==> src/rtl/pq_pkg.sv <==
// rtl/pq_pkg.sv - key/value types and arbiter state encoding shared by the priority-queue block
package pq_pkg;

  localparam int KEY_W = 8;
  localparam int VAL_W = 8;

  // key is the priority field; the queue returns the smallest key first
  typedef struct packed {
    logic [KEY_W-1:0] key;
    logic [VAL_W-1:0] val;
  } kv_t;

  typedef enum logic [1:0] {
    ST_IDLE,
    ST_ISSUE,
    ST_WAIT,
    ST_RESP
  } arb_state_e;

endpackage

==> src/rtl/pq_if.sv <==
// rtl/pq_if.sv - strobe/status bundle between the arbiter and the shared priority queue
interface pq_if;
  import pq_pkg::*;

  logic enq;
  logic deq;
  kv_t  kvi;
  kv_t  kvo;
  logic full;
  logic empty;
  logic busy;

  modport arb   (output enq, deq, kvi, input full, empty, busy, kvo);
  modport queue (input enq, deq, kvi, output full, empty, busy, kvo);

endinterface

==> src/rtl/pq_arbiter_wrap.sv <==
// rtl/pq_arbiter_wrap.sv - binds pq_arbiter to the shared queue through pq_if
module pq_arbiter_wrap
  import pq_pkg::*;
#(
  parameter int NREQ = 4
) (
  input  logic            clk,
  input  logic            rst,
  input  logic [NREQ-1:0] req_enq,
  input  logic [NREQ-1:0] req_deq,
  input  kv_t  [NREQ-1:0] req_kv,
  output logic [NREQ-1:0] ack,
  output logic            ack_err,
  output kv_t             ack_kv,
  pq_if.arb               pq
);

  pq_arbiter #(.NREQ(NREQ)) u_arb (
    .clk      (clk),
    .rst      (rst),
    .req_enq  (req_enq),
    .req_deq  (req_deq),
    .req_kv   (req_kv),
    .ack      (ack),
    .ack_err  (ack_err),
    .ack_kv   (ack_kv),
    .pq_enq   (pq.enq),
    .pq_deq   (pq.deq),
    .pq_kvi   (pq.kvi),
    .pq_full  (pq.full),
    .pq_empty (pq.empty),
    .pq_busy  (pq.busy),
    .pq_kvo   (pq.kvo)
  );

endmodule

==> src/rtl/rr_arbiter.sv <==
// rtl/rr_arbiter.sv - round-robin selector: first active request at or above ptr, with wrap
module rr_arbiter #(
  parameter int NREQ = 4,
  parameter int IW   = $clog2(NREQ)
) (
  input  logic [NREQ-1:0] req,
  input  logic [IW-1:0]   ptr,
  output logic [NREQ-1:0] gnt,
  output logic [IW-1:0]   idx,
  output logic            valid
);

  logic [NREQ-1:0] rot;
  int              s;

  // rotate so bit 0 of rot is the requester at ptr
  always_comb begin
    rot   = NREQ'({req, req} >> ptr);
    s     = 0;
    idx   = '0;
    valid = 1'b0;
    for (int i = 0; i < NREQ; i++) begin
      if (!valid && rot[i]) begin
        valid = 1'b1;
        s     = int'(ptr) + i;
        if (s >= NREQ) s = s - NREQ;
        idx   = IW'(s);
      end
    end
    gnt = valid ? (NREQ'(1) << idx) : '0;
  end

endmodule

==> src/rtl/pq_arbiter.sv <==
// rtl/pq_arbiter.sv - serialises per-requester enqueue/dequeue requests onto one shared priority queue
module pq_arbiter
  import pq_pkg::*;
#(
  parameter int NREQ = 4
) (
  input  logic            clk,
  input  logic            rst,
  input  logic [NREQ-1:0] req_enq,
  input  logic [NREQ-1:0] req_deq,
  input  kv_t  [NREQ-1:0] req_kv,
  output logic [NREQ-1:0] ack,
  output logic            ack_err,
  output kv_t             ack_kv,
  output logic            pq_enq,
  output logic            pq_deq,
  output kv_t             pq_kvi,
  input  logic            pq_full,
  input  logic            pq_empty,
  input  logic            pq_busy,
  input  kv_t             pq_kvo
);

  localparam int IW = $clog2(NREQ);

  arb_state_e      state_q, state_d;
  logic [IW-1:0]   rr_ptr_q, rr_ptr_d;
  logic [IW-1:0]   gnt_idx_q, gnt_idx_d;
  logic            op_enq_q, op_enq_d;
  logic            err_q, err_d;
  kv_t             kv_q, kv_d;
  kv_t             ack_kv_q, ack_kv_d;

  logic [NREQ-1:0] sel_gnt;
  logic [IW-1:0]   sel_idx;
  logic            sel_valid;

  rr_arbiter #(.NREQ(NREQ), .IW(IW)) u_rr (
    .req   (req_enq | req_deq),
    .ptr   (rr_ptr_q),
    .gnt   (sel_gnt),
    .idx   (sel_idx),
    .valid (sel_valid)
  );

  assign ack_kv = ack_kv_q;

  always_comb begin
    state_d   = state_q;
    rr_ptr_d  = rr_ptr_q;
    gnt_idx_d = gnt_idx_q;
    op_enq_d  = op_enq_q;
    err_d     = err_q;
    kv_d      = kv_q;
    ack_kv_d  = ack_kv_q;
    pq_enq    = 1'b0;
    pq_deq    = 1'b0;
    pq_kvi    = '0;
    ack       = '0;
    ack_err   = 1'b0;

    case (state_q)
      ST_IDLE: begin
        // grant is latched so a requester dropping its line cannot abort the operation
        if (sel_valid && !pq_busy) begin
          gnt_idx_d = sel_idx;
          op_enq_d  = |(sel_gnt & req_enq);
          kv_d      = req_kv[sel_idx];
          err_d     = 1'b0;
          rr_ptr_d  = (sel_idx == IW'(NREQ - 1)) ? '0 : sel_idx + 1'b1;
          state_d   = ST_ISSUE;
        end
      end
      ST_ISSUE: begin
        if (op_enq_q) begin
          if (pq_full) begin
            err_d   = 1'b1;
            state_d = ST_RESP;
          end else begin
            pq_enq  = 1'b1;
            pq_kvi  = kv_q;
            state_d = ST_WAIT;
          end
        end else if (pq_empty) begin
          err_d   = 1'b1;
          state_d = ST_RESP;
        end else begin
          pq_deq   = 1'b1;
          ack_kv_d = pq_kvo;
          state_d  = ST_WAIT;
        end
      end
      ST_WAIT: begin
        if (!pq_busy) state_d = ST_RESP;
      end
      ST_RESP: begin
        ack     = NREQ'(1) << gnt_idx_q;
        ack_err = err_q;
        state_d = ST_IDLE;
      end
      default: state_d = ST_IDLE;
    endcase
  end

  always_ff @(posedge clk) begin
    if (!rst) begin
      state_q   <= ST_IDLE;
      rr_ptr_q  <= '0;
      gnt_idx_q <= '0;
      op_enq_q  <= 1'b0;
      err_q     <= 1'b0;
      kv_q      <= '0;
      ack_kv_q  <= '0;
    end else begin
      state_q   <= state_d;
      rr_ptr_q  <= rr_ptr_d;
      gnt_idx_q <= gnt_idx_d;
      op_enq_q  <= op_enq_d;
      err_q     <= err_d;
      kv_q      <= kv_d;
      ack_kv_q  <= ack_kv_d;
    end
  end

endmodule

==> src/flat_wrapper.sv <==
// flat-port wrapper written by rule: the top's interface ports become plain ports
module pq_arbiter_wrap_flat import pq_pkg::*;
#(
  parameter int NREQ = 4
)
  (clk, rst, req_enq, req_deq, req_kv, ack, ack_err, ack_kv, pq_enq, pq_deq, pq_kvi, pq_full, pq_empty, pq_busy, pq_kvo);
  pq_if pq_i ();
  input  logic clk;
  input  logic rst;
  input  logic [NREQ-1:0] req_enq;
  input  logic [NREQ-1:0] req_deq;
  input  kv_t  [NREQ-1:0] req_kv;
  output logic [NREQ-1:0] ack;
  output logic ack_err;
  output kv_t ack_kv;
  output wire logic [$bits(pq_i.enq)-1:0] pq_enq;
  output wire logic [$bits(pq_i.deq)-1:0] pq_deq;
  output wire logic [$bits(pq_i.kvi)-1:0] pq_kvi;
  input wire logic [$bits(pq_i.full)-1:0] pq_full;
  input wire logic [$bits(pq_i.empty)-1:0] pq_empty;
  input wire logic [$bits(pq_i.busy)-1:0] pq_busy;
  input wire logic [$bits(pq_i.kvo)-1:0] pq_kvo;
  assign pq_enq = pq_i.enq;
  assign pq_deq = pq_i.deq;
  assign pq_kvi = pq_i.kvi;
  assign pq_i.full = pq_full;
  assign pq_i.empty = pq_empty;
  assign pq_i.busy = pq_busy;
  assign pq_i.kvo = pq_kvo;
  pq_arbiter_wrap #(.NREQ(NREQ)) u_core (.clk(clk), .rst(rst), .req_enq(req_enq), .req_deq(req_deq), .req_kv(req_kv), .ack(ack), .ack_err(ack_err), .ack_kv(ack_kv), .pq(pq_i));
endmodule
==> config.mk <==
export PLATFORM = sky130hd
export DESIGN_NAME = pq_arbiter_wrap_flat
export DESIGN_NICKNAME = d
export VERILOG_FILES = /design/src/rtl/pq_pkg.sv /design/src/rtl/pq_if.sv /design/src/rtl/pq_arbiter_wrap.sv /design/src/rtl/rr_arbiter.sv /design/src/rtl/pq_arbiter.sv /design/src/flat_wrapper.sv
export SDC_FILE = /design/constraint.sdc
export NUM_CORES = 1
export LEC_CHECK = 0
export CAP_MARGIN = 10
export CORE_MARGIN = 5
export CORE_UTILIZATION = 27
export CTS_CLUSTER_DIAMETER = 120
export DETAILED_ROUTE_END_ITERATION = 10
export GPL_ROUTABILITY_DRIVEN = 0
export PLACE_DENSITY = 0.61
export SYNTH_ARGS = -nofsm -noshare
export SYNTH_HDL_FRONTEND = slang
export SYNTH_SLANG_ARGS = --single-unit
==> constraint.sdc <==
create_clock -name clk -period 2.1 [get_ports clk]
set_input_delay 0.315 -clock clk [delete_from_list [all_inputs] [get_ports clk]]
set_output_delay 0.315 -clock clk [all_outputs]
set_load 0.01 [all_outputs]
# Yosys cells after proc, flatten, opt, wreduce, memory -nomap -nowiden
# Index checks and enable logic that the tools add are counted.
# W data, S select, Z words.
dict set report word_totals {
  register_bits 40
  input_bits 93
  output_inout_bits 39
}
dict set report classes {
  addsub 8
  n_lt_le_gt_ge 5
  eq_ne 8
  n_shift 3
  mux 38
  bitwise 4
  reduce_logical 15
}
# cell count
set op_table {}
lappend op_table {{$mux W16} 4}
lappend op_table {{$bmux W16 S2} 1}
lappend op_table {{$mux W2} 12}
lappend op_table {{$mux W1} 17}
lappend op_table {{$ge A3 B3 Y1 const B} 3}
lappend op_table {{$mux W4} 2}
lappend op_table {{$pmux W2 S4} 1}
lappend op_table {{$shl A1 B2 Y4 const A} 2}
lappend op_table {{$shr A8 B2 Y4} 1}
lappend op_table {{$sub A2 B1 Y2 const B} 4}
lappend op_table {{$add A2 B2 Y3 const B} 2}
lappend op_table {{$eq A2 B2 Y1 const B} 3}
lappend op_table {{$ne A3 B3 Y1 const B} 2}
lappend op_table {{$and A4 B4 Y4} 1}
lappend op_table {{$logic_and A1 B1 Y1} 4}
lappend op_table {{$logic_not A1 Y1} 4}
lappend op_table {{$ne A2 B2 Y1 const B} 2}
lappend op_table {{$or A4 B4 Y4} 1}
lappend op_table {{$reduce_and A2 Y1} 2}
lappend op_table {{$reduce_and A4 Y1} 1}
lappend op_table {{$reduce_or A4 Y1} 1}
lappend op_table {{$add A2 B1 Y3 const B} 1}
lappend op_table {{$ge A2 B3 Y1 const B} 1}
lappend op_table {{$lt A2 B3 Y1 const B} 1}
lappend op_table {{7 further kinds} 8}

# Depth between registers and ports, before layout
# Gate-level depths: netlist of run 1.
dict set report logic_depth {
  word_depth 16
  depth_mapped 9
  depth_no_buf 7
}

# Hierarchy
# Synthesis of run 1 repeated with hierarchy kept, for this count alone.
dict set report hier_totals {
  cells_unflattened 272
  hier_area_um2 2348.5
}
# mod n_inst cells_per_inst area_each_um2 seq_area_each_um2
set modules_own_cells {}
lappend modules_own_cells {pq_arbiter 1 240 2165.8 800.8}
lappend modules_own_cells {rr_arbiter 1 32 182.7 0.0}

# Worst setup path before layout of run 1
# OpenSTA, ideal clock, no wires.
dict set report synth_timing {
  kind {register to register}
  from {register u_core.u_arb.rr_ptr_q[1]}
  to {register u_core.u_arb.op_enq_q}
  setup_time_ns 0.132
  arrival_ns 1.713
  required_time_ns 1.968
  setup_slack_ns 0.255
  stages_incl_launch_ff 10
  n_path_buf 3
  path_cell_list {dfxtp_1 > buf_2 > o21a_1 > o21a_1 > clkbuf_1 > nor3_1 > buf_2 > ha_1 > a221oi_1 > a31oi_1}
}
dict set report synth_via {
  elab_chain_cells 15
  elab_cells_between_ends 36
}
# element line_no
set synth_rtl {}
lappend synth_rtl {{start, declared} pq_arbiter.sv:27} ;# logic [IW-1:0] rr_ptr_q, rr_ptr_d;
lappend synth_rtl {{start signal, assigned} pq_arbiter.sv:116} ;# rr_ptr_q <= rr_ptr_d;
lappend synth_rtl {{branches (longest 15 deep; another with $add A2 B1 Y3)} n/a}
lappend synth_rtl {{end signal, assigned} pq_arbiter.sv:118} ;# op_enq_q <= op_enq_d;
lappend synth_rtl {{end, declared} pq_arbiter.sv:29} ;# logic op_enq_q, op_enq_d;
# Parallel ways; which one is timed is not known.
# A chain may end at the register's enable or synchronous reset.

# Worst setup path in the final report of run 1
dict set report layout_timing {
  from {register u_core.u_arb.state_q[1]}
  to {output port pq_kvi[13]}
}
dict set report layout_via {
  elab_chain_cells 2
}
# element line_no
set layout_rtl {}
lappend layout_rtl {{start, declared} pq_arbiter.sv:26} ;# arb_state_e state_q, state_d;
lappend layout_rtl {{start signal, assigned} pq_arbiter.sv:115} ;# state_q <= state_d;
lappend layout_rtl {{$eq A2 B1 Y1} pq_arbiter.sv:62} ;# case (state_q)
lappend layout_rtl {{$mux W16} pq_arbiter.sv:62}
lappend layout_rtl {{end, declared} flat_wrapper.sv:18} ;# output wire logic [$bits(pq_i.kvi)-1:0] pq_kvi;
# No other way between the ends.

==> results of run 1 <==
-- worst max-delay path: stages (launching register included) --
cell	delay, ps
dfxtp_4	360
inv_1	70
ha_1	190
nand2_1	70
nor2_2	40
buf_6	120
buf_12	130
and2_1	140
dlygate4sd2_1	280
-- worst min path at each step --
stage               slack, ps  cells after the start                                 start                                    to
finish                    440                      2       u_core.u_arb.err_q$_SDFFE_PN0P_       u_core.u_arb.err_q$_SDFFE_PN0P_
detailed placement        430                      2       u_core.u_arb.err_q$_SDFFE_PN0P_       u_core.u_arb.err_q$_SDFFE_PN0P_
CTS                       440                      2       u_core.u_arb.err_q$_SDFFE_PN0P_       u_core.u_arb.err_q$_SDFFE_PN0P_
global placement          430                      2       u_core.u_arb.err_q$_SDFFE_PN0P_       u_core.u_arb.err_q$_SDFFE_PN0P_
floorplan                 420                      2       u_core.u_arb.err_q$_SDFFE_PN0P_       u_core.u_arb.err_q$_SDFFE_PN0P_
global route              480                      2  u_core.u_arb.ack_kv[11]$_SDFFE_PN0P_  u_core.u_arb.ack_kv[11]$_SDFFE_PN0P_
-- state kept, by name (all words and copies together), names as in the netlist --
name	count
u_core.u_arb.ack_kv	16
u_core.u_arb.err_q	1
u_core.u_arb.gnt_idx_q	2
u_core.u_arb.kv_q	16
u_core.u_arb.op_enq_q	1
u_core.u_arb.rr_ptr_q	2
u_core.u_arb.state_q	2
-- layer usage --
metal | routed length, um | up-vias | track usage (%)
li1 | - | 1409 | -
met1 | 3990 | 1326 | 20.7
met2 | 4330 | 95 | 25.8
met3 | 647 | 17 | 3.64
met4 | 255 | 0 | 6.12
met5 | 0 | - | 0
-- kinds of logic (layout without fill, tap and decap cells) --
logic type,count (synthesis),count (layout),synth area share [%]
buffers and inverters,33,175,6.50
DFF,40,40,33.0
AOI/OAI and AO/OA,122,122,35.8
and+or+nand+nor,101,101,21.2
adders and majority gates,5,5,2.58
muxes,2,2,0.878
-- power by group through the flow --
stage	clock network, mW	registers, mW	logic (mW)
detailed placement	0	1.10	1.90
CTS	0.646	1.09	1.92
global route	0.672	1.12	2.10
floorplan	0	1.07	1.11
finish	0.623	1.09	1.91
global placement	0	1.09	1.87
-- what timing repair did --
action | CTS | global route
hold buffers | 0 | 0
setup endpoints to repair | 17 | 6
gates cloned | 0 | 0
resized for setup | 27 | 20
setup buffers | 3 | 1
-- cell type report --
class                           instances  area (um^2)  share of cell area, %
Inverter                                6         22.5                  0.547
Clock inverter                          2         35.0                  0.851
Timing Repair Buffer                  161         1570                   38.2
Tap cell                              108          135                   3.28
Clock buffer                            6         72.6                   1.76
Multi-Input combinational cell        230         1480                   35.8
Sequential cell                        40          805                   19.5
-- Yosys cell counts, drive strengths merged --
cell type	instances
nand2	45
dfxtp	40
o21ai	21
a21boi	20
a31oi	20
and2	18
a21o	17
a32oi	16
buf	16
nand4	16
o31ai	16
clkbuf	11
nor2	7
ha	5
inv	5
o21a	4
nor2b	3
a21oi	2
and3	2
nor3	2
o21bai	2
a211o	1
a211oi	1
a221oi	1
and3b	1
clkinv	1
mux2	1
mux2i	1
nand3	1
nand3b	1
nor3b	1
nor4	1
o211a	1
or2	1
or3	1
or4	1
-- stage by stage --
step | worst slack [ps] | total power [mW] | util (%)
CTS | -35.1 | 3.65 | 47.1
global route | -9.07 | 3.89 | 47.2
floorplan | 255 | 2.18 | -
finish | 94.7 | 3.63 | 47.2
global placement | -34.9 | 2.96 | 45.9
detailed placement | -118 | 3.00 | 45.9
==> impl_metrics.tcl, run 1 <==
set metrics [dict create \
    h-tree-depth 2 \
    first_pass_iters 4 \
    clockPowerShare_pct 17.2 \
    r2r_cells 7 \
    grt_start_max_net_pins 41 \
    port_buffers 131 \
    first_global_vias 2815 \
    die_h_um 105 \
    worstSetupStartpoint "u_core.u_arb.state_q[1]$_SDFFE_PN0P_" \
    finalCriticalPeriod_ps 2010 \
    p_leak_nw 1.58 \
    final_nets 542 \
    setup_viol 0 \
    clk_pin_slew_ps 80 \
    root_buffer "clkbuf_8" \
    dpl_cell_area_mm2 0.00400 \
    drv_cap 0 \
    fin_tns_setup_ps 0 \
    cts_tree "yes" \
    insertion_delay_ps 290 \
    clock.fmax_mhz 499 \
    grt_usage_pct 16.0 \
    dp.cells 541 \
    fill_cells 841 \
    die_w_um 105 \
    synth_area_leader_cell "dfxtp_1" \
    ant_nets 0 \
    p_switching_mw 1.37 \
    drc 0 \
    slew_violations 0 \
    power_per_cell_area_mw_per_mm2 880 \
    synth_seq_area_share_pct 33.0 \
    num_vias 2847 \
    placementRows 34 \
    swShare_pct 37.7 \
    numCtsBuffers 5 \
    hold_slack_ps 444 \
    drt_wl_total_um 9230 \
    r2r_end "u_core.u_arb.op_enq_q$_SDFFE_PN0P_" \
    worstSetupPathType "register to primary output" \
    skew_ps 3.44 \
    synth_cell_type_count 43 \
    hold_violations 0 \
    routedWlPerCell_um 16.7 \
    syn_nets 401 \
    layout_commonest_cell "clkdlybuf4s50_1" \
    r2r-start "u_core.u_arb.rr_ptr_q[1]$_SDFFE_PN0P_" \
    syn_area_mm2 0.00242 \
    drt_iter0_markers 133 \
    synth_area_leaders "dfxtp_1, nand2_1, a21boi_0, a32oi_1, a21o_1" \
    holdCritPathClass "register to register" \
    clkSinkCount 40 \
    final_area_mm2 0.00412 \
    initial_core_util_pct 27.8 \
    insertedDiodeCount 0 \
    drive_gt1_share_pct 12.6 \
    pwr-share-comb_pct 52.7 \
    clockBufferDepth 2 \
    mostFrequentLayoutCells "clkdlybuf4s50_1, nand2_1, dfxtp_1" \
    dieArea_mm2 0.0110 \
    required_ps 1780 \
    coreArea_mm2 0.00872 \
    rrSetupSlack_ps 230 \
    post-route-period-util_pct 95.5 \
    sequentialPowerShare_pct 30.1 \
    area_growth_pct 70.0 \
    gr-total-overflow 0 \
    synth_area_per_cell_um2 8.00 \
    stdcell_count 553 \
    cp-endpoint "pq_kvi[13]" \
    grt_pass1_wl_um 14500 \
    status "complete, no violations" \
    post_drt_via_cell_ratio 5.15 \
    worstSetupStartpointType "register" \
    rsz0062_at_grt "true" \
    antenna_found_initial 0 \
    worstPathMaxFanout 13 \
    synth_cells 303 \
    relSlewSlack_pct 72.7 \
    yosys.area.top_type_share_pct 33.0 \
    worst_pin_slew_ps 406 \
    ir_drop_v 0.000290 \
    p_int_mw 2.26 \
    synth-seq-cells 40 \
    pin_count 132 \
    hpwl_um 7070 \
    yosysWarnings 0 \
    cp.arrival_ps 1690 \
    endpoint_kind "primary output" \
]
(Power assumes the default switching activity.)
==> inputs of run 2 (changes only) <==
--- a/config.mk
+++ b/config.mk
@@ -6,12 +6,13 @@
 export NUM_CORES = 1
 export LEC_CHECK = 0
 export CAP_MARGIN = 10
-export CORE_MARGIN = 5
+export CORE_MARGIN = 2
 export CORE_UTILIZATION = 27
 export CTS_CLUSTER_DIAMETER = 120
 export DETAILED_ROUTE_END_ITERATION = 10
+export DONT_BUFFER_PORTS = 1
 export GPL_ROUTABILITY_DRIVEN = 0
-export PLACE_DENSITY = 0.61
+export PLACE_DENSITY = 0.42
 export SYNTH_ARGS = -nofsm -noshare
 export SYNTH_HDL_FRONTEND = slang
 export SYNTH_SLANG_ARGS = --single-unit
==> impl_metrics.tcl, run 2 (synthesized netlist as in run 1, its figures left out) <==
set metrics [dict create \
    status "complete, no violations" \
    drc 0 \
    endpoint_kind "primary output" \
    path_delay_family "simple AND/OR/NAND/NOR gates" \
    insertion_delay_ps 290 \
    p_switching_mw 1.25 \
    slowest_delay_ps 350 \
    slew_violations 0 \
    cp.arrival_ps 1620 \
    rsz0062_at_grt "false" \
    power.total_mw 2.98 \
    critical_path_buf_inv_count 2 \
    final_nets 392 \
    setup_viol 0 \
    dieArea_mm2 0.00975 \
    root_buffer "clkbuf_8" \
    antenna_found_initial 0 \
    r2r_cells 6 \
    clkSinkCount 40 \
    crit_cells 6 \
    slowest_stage "dfxtp_1" \
    layout_commonest_cell "nand2_1" \
    die_h_um 98.7 \
    worst_pin_slew_ps 511 \
    power_per_cell_area_mw_per_mm2 1140 \
    dp.cells 395 \
    fin_util_pct 29.9 \
    clock.fmax_mhz 517 \
    pin_count 132 \
    placementRows 34 \
    cts_hold_buf 0 \
    grt_pass1_wl_um 11300 \
    multi_input_area_mm2 0.00147 \
    gr-usage-met2_pct 20.6 \
    sequentialPowerShare_pct 37.1 \
    stdcell_count 403 \
    clockPowerShare_pct 17.8 \
    insertedDiodeCount 0 \
    initial_core_util_pct 27.8 \
    regArea_um2 801 \
    post_drt_via_cell_ratio 5.64 \
    post-cts-setup-buffers 0 \
    first_pass_iters 5 \
    swShare_pct 41.9 \
    drv_cap 0 \
    coreArea_mm2 0.00872 \
    skew_ps 7.69 \
    worstPathMaxFanout 17 \
    hold_slack_ps 168 \
    clk_pin_slew_ps 80 \
    p_int_mw 1.73 \
    min_to "u_core.u_arb.ack_kv[15]$_SDFFE_PN0P_" \
    gr-total-overflow 0 \
    met3_usage_pct 4.47 \
    post_cts_resized 0 \
    cts_tree "yes" \
    pwr-share-comb_pct 45.1 \
    drt_wl_total_um 7280 \
    numCtsBuffers 5 \
    die_w_um 98.7 \
    mostFrequentLayoutCells "nand2_1, dfxtp_1, a31oi_1" \
    area_growth_pct 7.49 \
    worstHoldStart "pq_kvo[15]" \
    hold_violations 0 \
    num_vias 2271 \
    port_buffers 0 \
    hpwl_um 5450 \
    finalCriticalPeriod_ps 1930 \
    busiest_layer "met1" \
    rrSetupSlack_ps 210 \
    clockBufferDepth 2 \
    fill_cells 946 \
    fin_tns_setup_ps 0 \
    relSlewSlack_pct 66.0 \
    drt_iter0_markers 66 \
    routedWlPerCell_um 18.1 \
    crit_chain "inv_1, ha_1, nand2_1, nor2_1, buf_4, and2_1" \
    grt_use_met1_pct 21.2 \
    grt_usage_pct 14.5 \
    grt_start_max_net_pins 41 \
    hold_depth 2 \
    r2r_end "u_core.u_arb.kv_q[15]$_SDFFE_PN0P_" \
    h-tree-depth 2 \
    r2r-start "u_core.u_arb.rr_ptr_q[1]$_SDFFE_PN0P_" \
    worstSetupStartpointType "register" \
    drive_gt1_share_pct 8.47 \
    ir_drop_v 0.000445 \
    p_leak_nw 0.905 \
    worstSetupPathType "register to primary output" \
    holdCritPathClass "input pin to register" \
    first_global_vias 2171 \
    post-route-period-util_pct 92.1 \
    required_ps 1780 \
    ant_nets 0 \
]
-- run 2: stage by stage --
step	instance area, um^2	setup WS (ps)
after global placement	2510	258
after detailed placement	2510	227
final	2610	166
after floorplan	2420	255
after global routing	2610	23.5
after CTS	2610	141
-- run 2: power groups by stage --
stage	Sequential (mW)	Combinational, mW	Clock [mW]
final	1.10	1.34	0.529
after global routing	1.13	1.53	0.594
after CTS	1.11	1.34	0.554
after detailed placement	1.12	1.34	0
after global placement	1.12	1.32	0
after floorplan	1.07	1.11	0
-- run 2: area by class of cell --
cell class | count | area share [%]
Sequential cell | 40 | 30.7
Tap cell | 108 | 5.19
Inverter | 6 | 0.865
Timing Repair Buffer | 11 | 3.17
Multi-Input combinational cell | 230 | 56.6
Clock buffer | 8 | 3.46
-- run 2: how the worst max path moves through the flow --
| stage | startpoint | endpoint | slack, ps |
|---|---|---|---|
| floorplan | u_core.u_arb.rr_ptr_q[1]$_SDFFE_PN0P_ | u_core.u_arb.op_enq_q$_SDFFE_PN0P_ | 260 |
| detailed placement | u_core.u_arb.rr_ptr_q[1]$_SDFFE_PN0P_ | u_core.u_arb.kv_q[15]$_SDFFE_PN0P_ | 230 |
| finish | u_core.u_arb.state_q[1]$_SDFFE_PN0P_ | pq_kvi[4] | 170 |
| global placement | u_core.u_arb.rr_ptr_q[1]$_SDFFE_PN0P_ | u_core.u_arb.kv_q[15]$_SDFFE_PN0P_ | 260 |
| CTS | u_core.u_arb.state_q[1]$_SDFFE_PN0P_ | pq_kvi[4] | 140 |
| global route | u_core.u_arb.state_q[1]$_SDFFE_PN0P_ | pq_kvi[4] | 20 |
-- run 2: per-layer routing --
| metal | wire length (um) | share of wire (%) |
|---|---|---|
| met1 | 3480 | 48 |
| met2 | 3100 | 43 |
| met3 | 632 | 8.7 |
| met4 | 73 | 1.0 |
| met5 | 0 | 0 |
==> inputs of run 3 (changes only) <==
--- a/config.mk
+++ b/config.mk
@@ -6,13 +6,14 @@
 export NUM_CORES = 1
 export LEC_CHECK = 0
 export CAP_MARGIN = 10
-export CORE_MARGIN = 2
-export CORE_UTILIZATION = 27
+export CORE_ASPECT_RATIO = 1.5
+export CORE_MARGIN = 10
+export CORE_UTILIZATION = 50
 export CTS_CLUSTER_DIAMETER = 120
 export DETAILED_ROUTE_END_ITERATION = 10
 export DONT_BUFFER_PORTS = 1
 export GPL_ROUTABILITY_DRIVEN = 0
-export PLACE_DENSITY = 0.42
+export PLACE_DENSITY = 0.67
 export SYNTH_ARGS = -nofsm -noshare
 export SYNTH_HDL_FRONTEND = slang
 export SYNTH_SLANG_ARGS = --single-unit
==> impl_metrics.tcl, run 3 (synthesized netlist as in run 1, its figures left out) <==
set metrics [dict create \
    status "complete, no violations" \
    p_switching_mw 1.24 \
    drv_cap 0 \
    holdCritPathClass "input pin to register" \
    insertedDiodeCount 0 \
    cts_hold_buf 0 \
    placementRows 31 \
    clk_pin_slew_ps 80 \
    p_int_mw 1.81 \
    slew_violations 0 \
    die_w_um 76.8 \
    rsz0062_at_grt "false" \
    r2r-start "u_core.u_arb.rr_ptr_q[1]$_SDFFE_PN0P_" \
    r2r_cells 6 \
    clockBufferDepth 2 \
    hold_violations 0 \
    post_drt_via_cell_ratio 6.28 \
    worst_pin_slew_ps 601 \
    ant_nets 0 \
    pre_cts_slack_ps 297 \
    num_vias 2262 \
    fill_cells 480 \
    swShare_pct 40.6 \
    drc 0 \
    clockPowerShare_pct 20.6 \
    port_buffers 0 \
    final_area_mm2 0.00257 \
    relSlewSlack_pct 59.9 \
    rrSetupSlack_ps 230 \
    worstSetupStartpointType "register" \
    routedWlPerCell_um 20.7 \
    required_ps 1780 \
    clock.fmax_mhz 528 \
    min_to "u_core.u_arb.ack_kv[0]$_SDFFE_PN0P_" \
    post_cts_resized 0 \
    insertion_delay_ps 290 \
    dpl_cell_area_mm2 0.00245 \
    dieArea_mm2 0.00809 \
    root_buffer "clkbuf_8" \
    grt_usage_pct 17.7 \
    grt_start_max_net_pins 41 \
    cp.arrival_ps 1580 \
    cts_tree "yes" \
    dp.cells 352 \
    worstHoldStart "pq_kvo[0]" \
    skew_ps 7.11 \
    p_leak_nw 0.909 \
    multi_input_area_mm2 0.00148 \
    power_per_cell_area_mw_per_mm2 1190 \
    clkSinkCount 40 \
    worstPathMaxFanout 17 \
    final_nets 391 \
    die_h_um 105 \
    drt_wl_total_um 7440 \
    layout_commonest_cell "nand2_1" \
    worstSetupPathType "register to primary output" \
    first_global_vias 2328 \
    setup_ws_ps 207 \
    antenna_found_initial 0 \
    hold_depth 2 \
    drt_iter0_markers 64 \
    numCtsBuffers 5 \
    power.total_mw 3.04 \
    gr-total-overflow 0 \
    regArea_um2 801 \
    stdcell_count 360 \
    mostFrequentLayoutCells "nand2_1, dfxtp_1, a31oi_1" \
    hpwl_um 5620 \
    endpoint_kind "primary output" \
    finalCriticalPeriod_ps 1890 \
    post-cts-setup-buffers 0 \
    fin_tns_setup_ps 0 \
    pin_count 132 \
    pwr-share-comb_pct 43.0 \
    drive_gt1_share_pct 9.18 \
    coreArea_mm2 0.00477 \
    h-tree-depth 2 \
    setup_viol 0 \
    first_pass_iters 4 \
    post-route-period-util_pct 90.2 \
    r2r_end "u_core.u_arb.kv_q[1]$_SDFFE_PN0P_" \
    grt_pass1_wl_um 12100 \
    initial_core_util_pct 50.8 \
    ir_drop_v 0.000548 \
    area_growth_pct 5.94 \
    sequentialPowerShare_pct 36.4 \
]
run 3: cell count changes in the layout (fill, tap and decap cells not counted), sizes merged:
cell	change
clkinv	+1
buf	-1
clkinvlp	+1
clkbuf	-3
bufinv	+1
run 3: metrics by stage:
| step | utilization [%] | hold WS [ps] |
|---|---|---|
| after floorplan | - | 419 |
| after global placement | 51.5 | 429 |
| after detailed placement | 51.5 | 429 |
| after CTS | 53.8 | 151 |
| after global routing | 53.8 | 143 |
| final | 53.8 | 159 |
run 3: layout make-up:
class                   count  share of cell area, %
multi-input cells         230                   57.5
inverters                   6                  0.877
well taps                  66                   3.22
clock inverters             3                   1.66
flip-flops and latches     40                   31.2
repair buffers             10                   2.92
clock buffers               5                   2.68
run 3: metal layers:
metal / track usage, % / routed length (um) / vias up / share of wire (%)
li1: - / - / 1109 / -
met1: 19.4 / 2830 / 1032 / 38
met2: 31.0 / 3770 / 117 / 51
met3: 6.89 / 786 / 4 / 11
met4: 4.40 / 58 / 0 / 0.78
met5: 0 / 0 / - / 0
run 3: power groups by stage:
stage | combinational (mW) | clock [mW] | sequential [mW]
after global routing | 1.50 | 0.675 | 1.13
after floorplan | 1.11 | 0 | 1.07
after CTS | 1.31 | 0.640 | 1.11
after global placement | 1.28 | 0 | 1.12
final | 1.31 | 0.626 | 1.11
after detailed placement | 1.30 | 0 | 1.12
run 3: worst max-delay path, cell delays in order (launching register included):
cell     delay [ps]
dfxtp_1         350
inv_1           100
ha_1            210
nand2_1          60
nor2_1          100
buf_4           220
and2_1          240
run 3: worst max-delay path by stage:
stage | start | endpoint | slack [ps] | cells past startpoint
after global placement | req_deq[2] | u_core.u_arb.kv_q[4]$_SDFFE_PN0P_ | 340 | 5
final | u_core.u_arb.state_q[1]$_SDFFE_PN0P_ | pq_kvi[2] | 210 | 6
after global routing | u_core.u_arb.state_q[1]$_SDFFE_PN0P_ | pq_kvi[2] | 10 | 6
after CTS | u_core.u_arb.state_q[1]$_SDFFE_PN0P_ | pq_kvi[1] | 160 | 6
after floorplan | u_core.u_arb.rr_ptr_q[1]$_SDFFE_PN0P_ | u_core.u_arb.op_enq_q$_SDFFE_PN0P_ | 260 | 9
after detailed placement | u_core.u_arb.rr_ptr_q[1]$_SDFFE_PN0P_ | u_core.u_arb.kv_q[10]$_SDFFE_PN0P_ | 300 | 6
